**src/rtl/aes_encode_arbiter.sv**
```systemverilog
// aes_encode_arbiter
//
// Purpose:
//   Shares one pipelined AES encoder between two independent requesters
//   (channel 0 and channel 1). Accepted blocks are registered onto the
//   encoder input, slot ownership is tracked by a tag shift register that
//   runs alongside the encoder pipeline, and each ciphertext is steered into
//   a per-channel output FIFO. The encoder cannot stall, so a channel is only
//   granted while it holds credit:
//     credit = OUT_DEPTH - fifo_count - inflight.
//
// Build option:
//   AES_ARB_STRICT_PRIO_EN - when defined, channel 0 always wins a tie
//                            (fixed priority). Default build is round-robin.
//
// Parameters:
//   KEY_SIZE  - key width in bits (128/192/256)
//   LATENCY   - encoder latency: enc_valid arrives LATENCY edges after the
//               edge that loaded enc_plain/enc_key
//   OUT_DEPTH - entries per channel output FIFO (power of two, 2..16)
//
// Ports:
//   clock       in   sole clock, rising edge
//   reset       in   asynchronous active-low reset
//   req_valid   in   [1:0] channel i presents a block
//   req_ready   out  [1:0] channel i accepted this cycle (grant)
//   req_plain   in   {ch1,ch0} 128-bit plaintexts
//   req_key     in   {ch1,ch0} keys
//   enc_plain   out  registered encoder data input
//   enc_key     out  registered encoder key input
//   enc_out     in   encoder ciphertext
//   enc_valid   in   encoder output valid
//   resp_valid  out  [1:0] channel FIFO non-empty
//   resp_ready  in   [1:0] channel consumer pop
//   resp_data   out  {ch1,ch0} FIFO heads
//   err         out  sticky protocol error (cleared only by reset)

module aes_encode_arbiter #(
  parameter int KEY_SIZE  = 128,
  parameter int LATENCY   = 10,
  parameter int OUT_DEPTH = 4
) (
  input  logic                  clock,
  input  logic                  reset,
  input  logic [1:0]            req_valid,
  output logic [1:0]            req_ready,
  input  logic [255:0]          req_plain,
  input  logic [2*KEY_SIZE-1:0] req_key,
  output logic [127:0]          enc_plain,
  output logic [KEY_SIZE-1:0]   enc_key,
  input  logic [127:0]          enc_out,
  input  logic                  enc_valid,
  output logic [1:0]            resp_valid,
  input  logic [1:0]            resp_ready,
  output logic [255:0]          resp_data,
  output logic                  err
);

  localparam int AW = $clog2(OUT_DEPTH);
  localparam int CW = AW + 1;
  localparam logic [CW:0] DEPTH_EXT = (CW+1)'(OUT_DEPTH);

  logic [1:0]          w_elig;
  logic [1:0]          w_grant;
  logic                w_grant_ch;
  logic                w_tail_v;
  logic                w_tail_ch;

  logic [127:0]        r_enc_plain;
  logic [KEY_SIZE-1:0] r_enc_key;
  logic                r_err;

  // Tag pipe: bit 0 is loaded together with the encoder input; the top bit
  // lines up with enc_valid for that block.
  logic [LATENCY:0]    r_tag_v;
  logic [LATENCY:0]    r_tag_ch;

  assign w_tail_v  = r_tag_v[LATENCY];
  assign w_tail_ch = r_tag_ch[LATENCY];

  // ---------------------------------------------------------------------
  // Arbitration
  // ---------------------------------------------------------------------
`ifdef AES_ARB_STRICT_PRIO_EN
  always_comb begin
    w_grant = 2'b00;
    if (w_elig[0]) begin
      w_grant = 2'b01;
    end else if (w_elig[1]) begin
      w_grant = 2'b10;
    end
  end
`else
  logic r_last_grant;

  always_comb begin
    w_grant = 2'b00;
    case (w_elig)
      2'b01:   w_grant = 2'b01;
      2'b10:   w_grant = 2'b10;
      // Tie: the channel that did not win last time goes first.
      2'b11:   w_grant = r_last_grant ? 2'b01 : 2'b10;
      default: w_grant = 2'b00;
    endcase
  end

  always_ff @(posedge clock or negedge reset) begin
    if (!reset) begin
      r_last_grant <= 1'b1;
    end else if (|w_grant) begin
      r_last_grant <= w_grant[1];
    end
  end
`endif

  assign w_grant_ch = w_grant[1];
  // Nothing is accepted while reset holds the state registers.
  assign req_ready  = w_grant & {2{reset}};

  // ---------------------------------------------------------------------
  // Issue to encoder and tag tracking
  // ---------------------------------------------------------------------
  always_ff @(posedge clock or negedge reset) begin
    if (!reset) begin
      r_enc_plain <= '0;
      r_enc_key   <= '0;
      r_tag_v     <= '0;
      r_tag_ch    <= '0;
    end else begin
      if (|w_grant) begin
        r_enc_plain <= w_grant_ch ? req_plain[255:128] : req_plain[127:0];
        r_enc_key   <= w_grant_ch ? req_key[2*KEY_SIZE-1:KEY_SIZE]
                                  : req_key[KEY_SIZE-1:0];
      end
      r_tag_v  <= {r_tag_v[LATENCY-1:0],  |w_grant};
      r_tag_ch <= {r_tag_ch[LATENCY-1:0], w_grant_ch};
    end
  end

  assign enc_plain = r_enc_plain;
  assign enc_key   = r_enc_key;

  // Any disagreement between enc_valid and the tail tag is a protocol error.
  always_ff @(posedge clock or negedge reset) begin
    if (!reset) begin
      r_err <= 1'b0;
    end else if (enc_valid != w_tail_v) begin
      r_err <= 1'b1;
    end
  end

  assign err = r_err;

  // ---------------------------------------------------------------------
  // Per-channel credit, in-flight count and output FIFO
  // ---------------------------------------------------------------------
  for (genvar gi = 0; gi < 2; gi++) begin : g_ch
    logic [127:0]  r_mem [OUT_DEPTH];
    logic [CW-1:0] r_wptr;
    logic [CW-1:0] r_rptr;
    logic [CW-1:0] r_infl;
    logic [CW-1:0] w_count;
    logic [CW:0]   w_used;
    logic          w_empty;
    logic          w_full;
    logic          w_retire;
    logic          w_push;
    logic          w_pop;

    assign w_count  = r_wptr - r_rptr;
    assign w_used   = {1'b0, w_count} + {1'b0, r_infl};
    assign w_empty  = (r_wptr == r_rptr);
    assign w_full   = (r_wptr[AW] != r_rptr[AW]) &&
                      (r_wptr[AW-1:0] == r_rptr[AW-1:0]);

    // A valid tail tag retires its slot even if the data never showed up.
    assign w_retire = w_tail_v && (w_tail_ch == 1'(gi));
    assign w_push   = w_retire && enc_valid;
    assign w_pop    = !w_empty && resp_ready[gi];

    assign w_elig[gi]            = req_valid[gi] && (w_used < DEPTH_EXT);
    assign resp_valid[gi]        = !w_empty;
    assign resp_data[128*gi +: 128] = r_mem[r_rptr[AW-1:0]];

    always_ff @(posedge clock or negedge reset) begin
      if (!reset) begin
        r_wptr <= '0;
        r_rptr <= '0;
        r_infl <= '0;
      end else begin
        if (w_push) begin
          r_wptr <= r_wptr + 1'b1;
        end
        if (w_pop) begin
          r_rptr <= r_rptr + 1'b1;
        end
        // Grant and retire on the same edge cancel out.
        case ({w_grant[gi], w_retire})
          2'b10:   r_infl <= r_infl + 1'b1;
          2'b01:   r_infl <= r_infl - 1'b1;
          default: r_infl <= r_infl;
        endcase
      end
    end

    always_ff @(posedge clock) begin
      if (w_push) begin
        r_mem[r_wptr[AW-1:0]] <= enc_out;
      end
    end

    // Credit accounting makes a push into a full FIFO unreachable.
    a_no_overflow : assert property (@(posedge clock) disable iff (!reset)
      !(w_push && w_full && !w_pop));
  end

endmodule

```
**config.mk**
```make
export PLATFORM = sky130hd
export DESIGN_NAME = aes_encode_arbiter
export DESIGN_NICKNAME = d
export VERILOG_FILES = /design/src/rtl/aes_encode_arbiter.sv
export SDC_FILE = /design/constraint.sdc
export NUM_CORES = 1
export LEC_CHECK = 0
export CAP_MARGIN = 30
export CORE_AREA = 8 8 443 445
export CTS_CLUSTER_SIZE = 16
export DETAILED_ROUTE_END_ITERATION = 12
export DIE_AREA = 0 0 451 453
export PLACE_DENSITY_LB_ADDON = 0.05
export SLEW_MARGIN = 25
export SYNTH_ARGS = -nofsm -noshare
export SYNTH_HDL_FRONTEND = slang
export SYNTH_SLANG_ARGS = --single-unit
```
**constraint.sdc**
```tcl
create_clock -name clock -period 10.5 [get_ports clock]
set_input_delay 2.625 -clock clock [delete_from_list [all_inputs] [get_ports clock]]
set_output_delay 2.625 -clock clock [all_outputs]
set_load 0.05 [all_outputs]
```
== Yosys cells after proc, flatten, opt, wreduce, memory -nomap -nowiden ==
Memory sizes are Yosys's and may differ from the RTL's.
Index checks and enable logic that the tools add are counted.

* Memories: 2
* Register bits after elaboration: 298
* Memory bits (writable): 1,024

* Bitwise operators: 2
* Muxes and demuxes: 10
* Reductions and logical operators: 13
* Add/subtract/negate cells: 12
* Order comparisons: 2
* Equality and inequality tests: 10

{| class="wikitable"
|+ Memories
! memory !! depth !! bits a word !! rd ports !! clocked after memory_dff !! write ports !! line !! text
|-
| g_ch[0].r_mem || 4 || 128 || 1 || 0 || 1 || 158 || <nowiki>logic [127:0] r_mem [OUT_DEPTH];</nowiki>
|-
| g_ch[1].r_mem || 4 || 128 || 1 || 0 || 1 || 158 ||
|}

{| class="wikitable"
|+ Operators by type and width
! operator !! number
|-
| two-way mux 128 bit || 2
|-
| adder 3 x 1 -> 3 bit, second input constant || 6
|-
| case mux 3 bit (2 select lines) || 2
|-
| adder 3 x 3 -> 4 bit || 2
|-
| == test 2 bit, second input constant || 4
|-
| logical AND 1 bit || 8
|-
| < comparator 4 x 3 -> 1 bit, second input constant || 2
|-
| == test 2 x 1 -> 1 bit, second input constant || 3
|-
| == test 3 bit || 2
|-
| case mux 2 bit (3 select lines) || 1
|-
| subtractor 3 x 1 -> 3 bit, second input constant || 2
|-
| subtractor 3 bit || 2
|-
| two-way mux 1 bit || 4
|-
| nonzero test 2 bit || 2
|-
| bitwise AND 2 bit || 1
|-
| zero test 1 bit || 2
|-
| two-way mux 2 bit || 1
|-
| OR reduction 2 bit || 1
|-
| inequality test 1 bit || 1
|-
| NOT 1 bit || 1
|}

== Longest topological paths before layout ==
Gate-level depths: netlist of run 1.

* Depth in word-level cells: 8
* Depth in mapped cells: 18
* Depth with buffers taken out: 16

== Least setup slack after synthesis of run 1 ==
No wires, ideal clock.

* Kind: input to output
* Start point: in req_valid[0]
* End point: out req_ready[1]
* Arrival time: 3,952 ps
* Stages: 6
* Slack: 3,923 ps
* Cell sequence: nor4b_2 > and2_1 > buf_4 > a21oi_2 > buf_2 > and2_1

* Cells in the longest elaborated chain, start to end: 4
* Elaborated cells on any way between the ends: 6
* Classes of those cells: 3 x eq/ne; 1 x mux; 1 x bitwise; 1 x reduce/logical

{| class="wikitable"
|+ RTL lines
! item !! line !! text
|-
| start: declaration || 45 || <nowiki>input logic [1:0] req_valid,</nowiki>
|-
| logical AND 1 bit (*) || 181 || <nowiki>assign w_elig[gi] = req_valid[gi] && (w_used < DEPTH_EXT);</nowiki>
|-
| == test 2 bit or == test 2 x 1 -> 1 bit (tied branches) || 98 || <nowiki>case (w_elig)</nowiki>
|-
| case mux 2 bit (3 select lines) (*) || 98 ||
|-
| named net w_grant[1] || 64 || <nowiki>logic [1:0] w_grant;</nowiki>
|-
| bitwise AND 2 bit (*) || 118 || <nowiki>assign req_ready = w_grant & {2{reset}};</nowiki>
|-
| end: declaration || 46 || <nowiki>output logic [1:0] req_ready,</nowiki>
|}

Mark *: on every way through the listed nets, which the timed path passes. The rest lies on a longest branch.

== Final worst setup path of run 1 ==
* Start point: in req_valid[0]
* End point: out req_ready[0]

* Cells in the longest elaborated chain, start to end: 4
* Elaborated cells on any way between the ends: 6
* Classes of those cells: 3 x eq/ne; 1 x mux; 1 x bitwise; 1 x reduce/logical

{| class="wikitable"
|+ RTL lines
! item !! line
|-
| logical AND 1 bit (*) || 181
|-
| == test 2 bit or == test 2 x 1 -> 1 bit (tied branches) || 98
|-
| case mux 2 bit (3 select lines) (*) || 98
|-
| bitwise AND 2 bit (*) || 118
|}

Mark *: on every way between the ends. The rest lies on a longest branch, timed or not.

==> qor.log, run 1 <==
INFO  clock_tree     ctsHoldBuffers=0
INFO  grt            grt_start_max_net_pins=180
INFO  clock_tree     numCtsBuffers=157
INFO  sta            report.final.hold_viol_count=0
INFO  pwr            power.density_cell_area=369nW/µm²
INFO  sta            post-route-period-util=0.746
INFO  pwr            power.total=25700µW
INFO  grt            grt_pass1_vias=32300
INFO  finish         post_synthesis_to_final_layout_area_growth=39.8%
INFO  min_path       min_path_cells=0
INFO  worst_setup_path timing.rr.start=g_ch[1].r_rptr[1]
INFO  floorplan      start_util=0.263
INFO  finish         num-nets-final=4237
INFO  sta            finalSetupViolations=0
INFO  worst_setup_path worst-endpoint-arrival=5200ps
INFO  sta            worst_pin_slew=1110ps
INFO  pwr            worst_ir_drop_vdd=752µV
INFO  worst_setup_path cp-start-kind=primary input
INFO  clock_tree     cts_setup_buffers=0
INFO  place          post-dp-hpwl=186000µm
INFO  min_path       hold-path-endpoint=r_tag_v[10]
INFO  min_path       min_from=r_tag_v[9]
INFO  finish         ff_latch_area=38200µm²
INFO  place          place.port_buffers=1163
INFO  worst_setup_path timing_worst_setup_path_type=primary input to primary output
INFO  yosys          synth_seq_area_share=0.767
INFO  yosys          synthesis.area_per_instance=21.1µm²
INFO  clock_tree     cts.sink_count=1322
INFO  floorplan      die_boundary_width=451µm
INFO  clock_tree     cts_max_level=4
INFO  yosys          synthCells=2365
INFO  clock_tree     worst_setup_hold_path_clk_slew=60ps
INFO  drt            drc=0
INFO  drt            detail_route.wl_per_cell=39.7µm
INFO  min_path       hold_path_class=flop to flop
INFO  sta            grt_setup_unrepaired=no
INFO  place          gp_routability_congestion=1.02
INFO  worst_setup_path critPathCaptureType=primary output
INFO  sta            holdWs=346ps
INFO  drt            route.vias.total=30900
INFO  drt            first_pass_iters=7
INFO  sta            finalWorstPathRequiredPeriod=7830ps
INFO  flow_run       number_of_max_capacitance_violations_reported=0
INFO  yosys          ys_seq_elements=1322
INFO  clock_tree     clock_tree.buffer_depth=3
INFO  floorplan      io_pins=1164
INFO  finish         num-fill-cells=17600
INFO  worst_setup_path required_time_worst_endpoint=7880ps
INFO  yosys          post_synthesis_net_count=3036
INFO  drt            drt_first_iter_violations=2592
INFO  sta            clock.fmax=128MHz
INFO  sta            max_slew_margin=0.262
INFO  sta            finalSetupTns=0ps
INFO  grt            globalRoute.totalOverflow=0
INFO  floorplan      floorplan_core_area=189000µm²
INFO  drt            finalWirelength=248000µm
INFO  grt            groute.usage.overall=0.235
INFO  pwr            leakagePower=0.0247µW
INFO  floorplan      floorplan.die.height=453µm
INFO  drt            route.antenna.remaining_nets=0
INFO  yosys          synth-warning-count=0
INFO  clock_tree     worstSkewPairLatency=790ps
INFO  worst_setup_path cell_count_of_the_worst_reg_to_reg_path=13
INFO  grt            antenna_found_initial=167
INFO  worst_setup_path worstPathMaxFanout=50
INFO  worst_setup_path r2r_setup_slack=4080ps
INFO  sta            clock_skew=35.9ps
INFO  floorplan      num_rows=160
INFO  clock_tree     cts_tree=yes
INFO  worst_setup_path end_of_the_worst_register_to_register_path=enc_key[53]
INFO  yosys          synthesis.area=49800µm²
INFO  clock_tree     root_cell_of_the_clock_tree=clkbuf_16
INFO  yosys          synth.lib_cells_used.distinct=32
INFO  sta            final-max-slew-violation-count=0
INFO  floorplan      die_area=204000µm²
INFO  grt            grt_pass1_wl=323000µm
INFO  finish         proportion_of_layout_cells_with_a_drive_suffix_above_1=0.148
INFO  finish         multiInputGateArea=10800µm²
INFO  clock_tree     post_cts_resized=0
INFO  drt            vias_per_cell=4.95
INFO  outcome        run_status=complete, no violations
synth_stat cells:
master	number	area [µm²]
edfxtp_1	1024	30700
dfrtp_1	297	7430
and3_1	258	1610
a221o_1	256	2560
mux4_2	256	5770
buf_2	80	400
clkbuf_1	68	255
ha_1	20	250
inv_1	17	63.8
buf_1	14	52.6
and2_1	12	75.1
xnor2_1	10	87.6
nand2_1	8	30.0
xor2_1	8	70.1
buf_6	6	67.6
fa_1	4	80.1
nand3_1	4	20.0
buf_4	3	22.5
nor2_1	3	11.3
o21ai_0	3	15.0
mux2_2	2	22.5
mux2i_1	2	20.0
a21o_1	1	7.51
a21oi_2	1	8.76
dfstp_2	1	26.3
nand3b_1	1	7.51
nor2b_1	1	6.26
nor4b_2	1	15.0
nor4b_4	1	23.8
o211ai_2	1	12.5
o21ai_1	1	5.00
or2_2	1	6.26
stage by stage:
step                setup slack [ps]  instances  instance area (µm²)   util
global placement                2700       5907                64200  0.339
floorplan                       3920       2365                49800      -
finish                          2670       6243                69600  0.368
CTS                             2690       6205                69400  0.367
global route                    2590       6227                69600  0.368
detailed placement              2710       5914                64400  0.340
critical path, stage by stage:
cell and delay (ps):
clkdlybuf4s50_1 610, nor4b_2 290, and2_4 540, and3_1 270
clkdlybuf4s50_1 840
area by class of cell:
class | count | share of cell area
Tap cell | 2511 | 0.0451
Sequential cell | 1322 | 0.549
Antenna cell | 34 | 0.00122
Clock buffer | 210 | 0.0605
Multi-Input combinational cell | 855 | 0.155
Clock inverter | 81 | 0.0123
Timing Repair Buffer | 1213 | 0.176
Inverter | 17 | 0.000917
report_power, final:
group	internal [µW]	total [µW]	switching (µW)	leakage, µW
clock	3110	5380	2270	0.00246
combinational	4500	12900	8420	0.00931
sequential	6490	7400	905	0.0129
total	14100	25700	11600	0.0247
routing by layer:
layer,global-route usage,part of all wire,vias up
li1,-,-,12500
met1,0.263,0.36,16600
met2,0.426,0.52,1378
met3,0.0831,0.085,459
met4,0.0601,0.024,46
met5,0,0.0013,-
logic make-up (layout without fill, tap and decap cells):
kind of cell	after synthesis	in the layout	synth area share
xor gates and xnor gates	18	18	0.00317
AOI/OAI and AO/OA	263	263	0.0524
other	0	34	0
buffers and inverters	188	1521	0.0173
adders and majority gates	24	24	0.00663
muxes	260	260	0.117
DFF	1322	1322	0.767
and+or+nand+nor	290	290	0.0363
layout by cell type, fill, tap and decap left out, types with 25 or more instances in the layout:
cell type,Yosys,routed
clkdlybuf4s50_1,0,1162
edfxtp_1,1024,1024
dfrtp_1,297,293
and3_1,258,258
mux4_2,256,256
a221o_1,256,256
clkbuf_16,0,158
clkbuf_1,68,46
diode_2,0,34
buf_4,3,33
clkinv_2,0,26
clkinv_1,0,25
state kept, by name, indices dropped and copies added (netlist names):
name,flops
enc_key,128
enc_plain,128
err,1
g_ch.r_infl,6
g_ch.r_mem,1024
g_ch.r_rptr,6
g_ch.r_wptr,6
r_last_grant,1
r_tag_ch,11
r_tag_v,11
worst max path at each step:
| stage | from | to | slack [ps] |
|---|---|---|---|
| after CTS | req_valid[0] | req_ready[0] | 2690 |
| after global routing | req_valid[0] | req_ready[0] | 2590 |
| final | req_valid[0] | req_ready[0] | 2670 |
| after floorplan | req_valid[0] | req_ready[1] | 3920 |
| after global placement | req_valid[0] | req_ready[0] | 2700 |
| after detailed placement | req_valid[0] | req_ready[0] | 2710 |
No activity file was read; power rests on OpenSTA's default activity.
==> run 2: changes to the inputs <==
clock period = 6.45 ns   (was 10.5 ns; I/O delays follow)
==> run 2 against run 1 <==
Net effect:
- via count increased by 0.58%
- die area unchanged
- power grew 64%
- hold slack better by 6.9 ps
==> qor.log, run 2 (synthesis results as in run 1) <==
INFO  sta            clock.fmax=170MHz
INFO  place          dp_worst_setup_slack=1060ps [was 2710 ps]
INFO  clock_tree     clock_tree.buffer_depth=3 [unchanged]
INFO  drt            drc=0 [unchanged]
INFO  place          place.port_buffers=1163 [unchanged]
INFO  sta            worst_pin_slew=1050ps [was 1110 ps]
INFO  worst_setup_path crit_path_cell_trace=inv_1, fa_1, xor2_1, ha_1, nor4b_2, and2_4, buf_12, a21oi_4, and2_1, buf_12 [was clkdlybuf4s50_1, nor4b_2, and2_4, and3_1, clkdlybuf4s50_1]
INFO  finish         post_synthesis_to_final_layout_area_growth=40.2% [was 39.8%]
INFO  pwr            worst_ir_drop_vdd=756µV [was 752 µV]
INFO  drt            vias_per_cell=4.97 [was 4.95]
INFO  clock_tree     cts_tree=yes [unchanged]
INFO  floorplan      start_util=0.263 [unchanged]
INFO  worst_setup_path cp_slowest_stage_delay=740ps [was 840 ps]
INFO  floorplan      floorplan_core_area=189000µm² [unchanged]
INFO  grt            grt_start_max_net_pins=216 [was 180]
INFO  clock_tree     cts_setup_buffers=0 [unchanged]
INFO  clock_tree     numCtsBuffers=157 [unchanged]
INFO  clock_tree     post_cts_resized=0 [unchanged]
INFO  clock_tree     root_cell_of_the_clock_tree=clkbuf_16 [unchanged]
INFO  finish         num-fill-cells=17600 [about the same]
INFO  pwr            power.density_cell_area=602nW/µm² [was 369 nW/µm²]
INFO  grt            globalRoute.totalOverflow=0 [unchanged]
INFO  grt            grt_pass1_wl=329000µm [was 323000 µm]
INFO  worst_setup_path critPathSlowestCell=dfrtp_4 [was clkdlybuf4s50_1]
INFO  sta            finalWorstPathRequiredPeriod=5870ps
INFO  floorplan      die_boundary_width=451µm [unchanged]
INFO  worst_setup_path required_time_worst_endpoint=4840ps [was 7880 ps]
INFO  outcome        run_status=complete, no violations [unchanged]
INFO  worst_setup_path critPathCaptureType=primary output [unchanged]
INFO  finish         proportion_of_layout_cells_with_a_drive_suffix_above_1=0.150 [was 0.148]
INFO  drt            detail_route.wl_per_cell=40.5µm [was 39.7 µm]
INFO  worst_setup_path cpLargestDelayFamily=buffers and inverters [unchanged]
INFO  sta            finalSetupViolations=0 [unchanged]
INFO  sta            final-max-slew-violation-count=0 [unchanged]
INFO  finish         finish.instance_area=69800µm² [was 69600 µm²]
INFO  worst_setup_path cp.buffers_inverters=3 [was 2]
INFO  sta            grt_setup_unrepaired=no [unchanged]
INFO  floorplan      floorplan.die.height=453µm [unchanged]
INFO  finish         largest_register_ff_count=1024 [unchanged]
INFO  grt            grt_pass1_vias=32100 [was 32300]
INFO  grt            antenna_found_initial=199 [was 167]
INFO  finish         num-nets-final=4240 [was 4237]
INFO  sta            fin_ws=578ps [was 2670 ps]
INFO  sta            max_slew_margin=0.301 [was 0.262]
INFO  clock_tree     cts.sink_count=1322 [unchanged]
INFO  worst_setup_path critical_path.most_common_cell=buf_12 [was clkdlybuf4s50_1]
INFO  grt            groute.usage.overall=0.240 [was 0.235]
INFO  finish         layout.cells.most_common=clkdlybuf4s50_1 [unchanged]
INFO  finish         layout.cells.most_common_list=clkdlybuf4s50_1, edfxtp_1, dfrtp_1, and3_1 [unchanged]
INFO  sta            report.final.hold_viol_count=0 [unchanged]
INFO  clock_tree     worst_setup_hold_path_clk_slew=60ps [about the same]
INFO  worst_setup_path worst-endpoint-arrival=4260ps [was 5200 ps]
INFO  sta            post-route-period-util=0.910
INFO  drt            route.antenna.remaining_nets=0 [unchanged]
INFO  clock_tree     worstSkewPairLatency=800ps [was 790 ps]
INFO  drt            first_pass_iters=5 [was 7]
INFO  drt            route.vias.total=31100 [was 30900]
INFO  sta            finalSetupTns=0ps [unchanged]
INFO  finish         final_core_util=0.369 [was 0.368]
INFO  floorplan      num_rows=160 [unchanged]
INFO  worst_setup_path worstPathMaxFanout=187 [was 50]
INFO  clock_tree     ctsHoldBuffers=0 [unchanged]
INFO  floorplan      die_area=204000µm² [unchanged]
INFO  place          post_dp_cell_area=64500µm² [was 64400 µm²]
INFO  worst_setup_path cp-start-kind=flop [was primary input]
INFO  worst_setup_path timing_worst_setup_path_type=flop to primary output [was primary input to primary output]
INFO  min_path       hold_path_class=flop to flop [unchanged]
INFO  floorplan      io_pins=1164 [unchanged]
INFO  flow_run       number_of_max_capacitance_violations_reported=0 [unchanged]
INFO  pwr            leakagePower=0.0248µW [was 0.0247 µW]
INFO  place          gp_routability_congestion=1.01 [was 1.02]
INFO  drt            finalWirelength=253000µm [was 248000 µm]
INFO  sta            holdWs=353ps [was 346 ps]
INFO  place          post-dp-hpwl=193000µm [was 186000 µm]
INFO  clock_tree     cts_max_level=4 [unchanged]
INFO  sta            clock_skew=43.1ps [was 35.9 ps]
INFO  drt            drt_first_iter_violations=2696 [was 2592]
## run 2: changes by cell type in the layout (fill, tap and decap cells not counted), sizes merged
| cell | before | now |
|---|---|---|
| clkinv | 58 | 63 |
| bufinv | 11 | 15 |
| clkbuf | 210 | 195 |
| diode | 34 | 43 |
| buf | 51 | 55 |
| clkdlybuf4s50 | 1162 | 1161 |
| inv | 26 | 24 |
## run 2: final cells by class
class                           count  area, µm²  share of cell area
Antenna cell                       43        108             0.00154
Clock buffer                      195       4170              0.0597
Clock inverter                     88        993              0.0142
Inverter                           17       63.8            0.000914
Multi-Input combinational cell    855      10800               0.154
Sequential cell                  1322      38200               0.547
Tap cell                         2511       3140              0.0450
Timing Repair Buffer             1216      12400               0.177
## run 2: per-layer routing
metal,global-route usage,up-vias,share of wire
met4,0.0771,34,0.035
met2,0.437,1460,0.52
li1,-,12500,-
met5,0,-,0.00088
met3,0.0663,519,0.069
met1,0.273,16600,0.37
## run 2: worst paths after layout
kind	startpoint	to	slack (ps)	cells after the start
setup reg to reg	g_ch[0].r_rptr[1]	enc_key[29]	1600	11
setup / recovery	g_ch[0].r_rptr[1]	req_ready[1]	580	10
min in group asynchronous	reset	enc_plain[83]	720	1
hold / removal	r_tag_v[7]	r_tag_v[8]	350	0
hold reg to reg	r_tag_v[7]	r_tag_v[8]	350	0
max in group asynchronous	reset	enc_key[34]	3640	3
## run 2: worst reg2reg max path: cells and delay by family (launching register included)
kind | cells | cell delay [ps]
xor gates and xnor gates | 1 | 190
buffers and inverters | 4 | 1820
AOI/OAI and AO/OA | 2 | 740
DFF | 1 | 740
adders and majority gates | 2 | 730
and+or+nand+nor | 2 | 500
## run 2: metrics by stage
step | power [µW] | instances
after global routing | 43600 | 6228
final | 42000 | 6247
after global placement | 33300 | 5914
after floorplan | 24800 | 2365
after detailed placement | 33500 | 5917
after CTS | 42600 | 6200
## run 2: report_power, final
part | internal, µW | switching [µW]
combinational | 7360 | 13900
clock | 5210 | 3700
sequential | 10600 | 1260
total | 23100 | 18900
==> run 3: changes to the inputs <==
ABC_CLOCK_PERIOD_IN_PS = 6450   (was not set)
HOLD_SLACK_MARGIN = 0.06   (was not set)
==> results of run 3 <==
The final DEF is identical to that of run 2; final timing and power are the same.
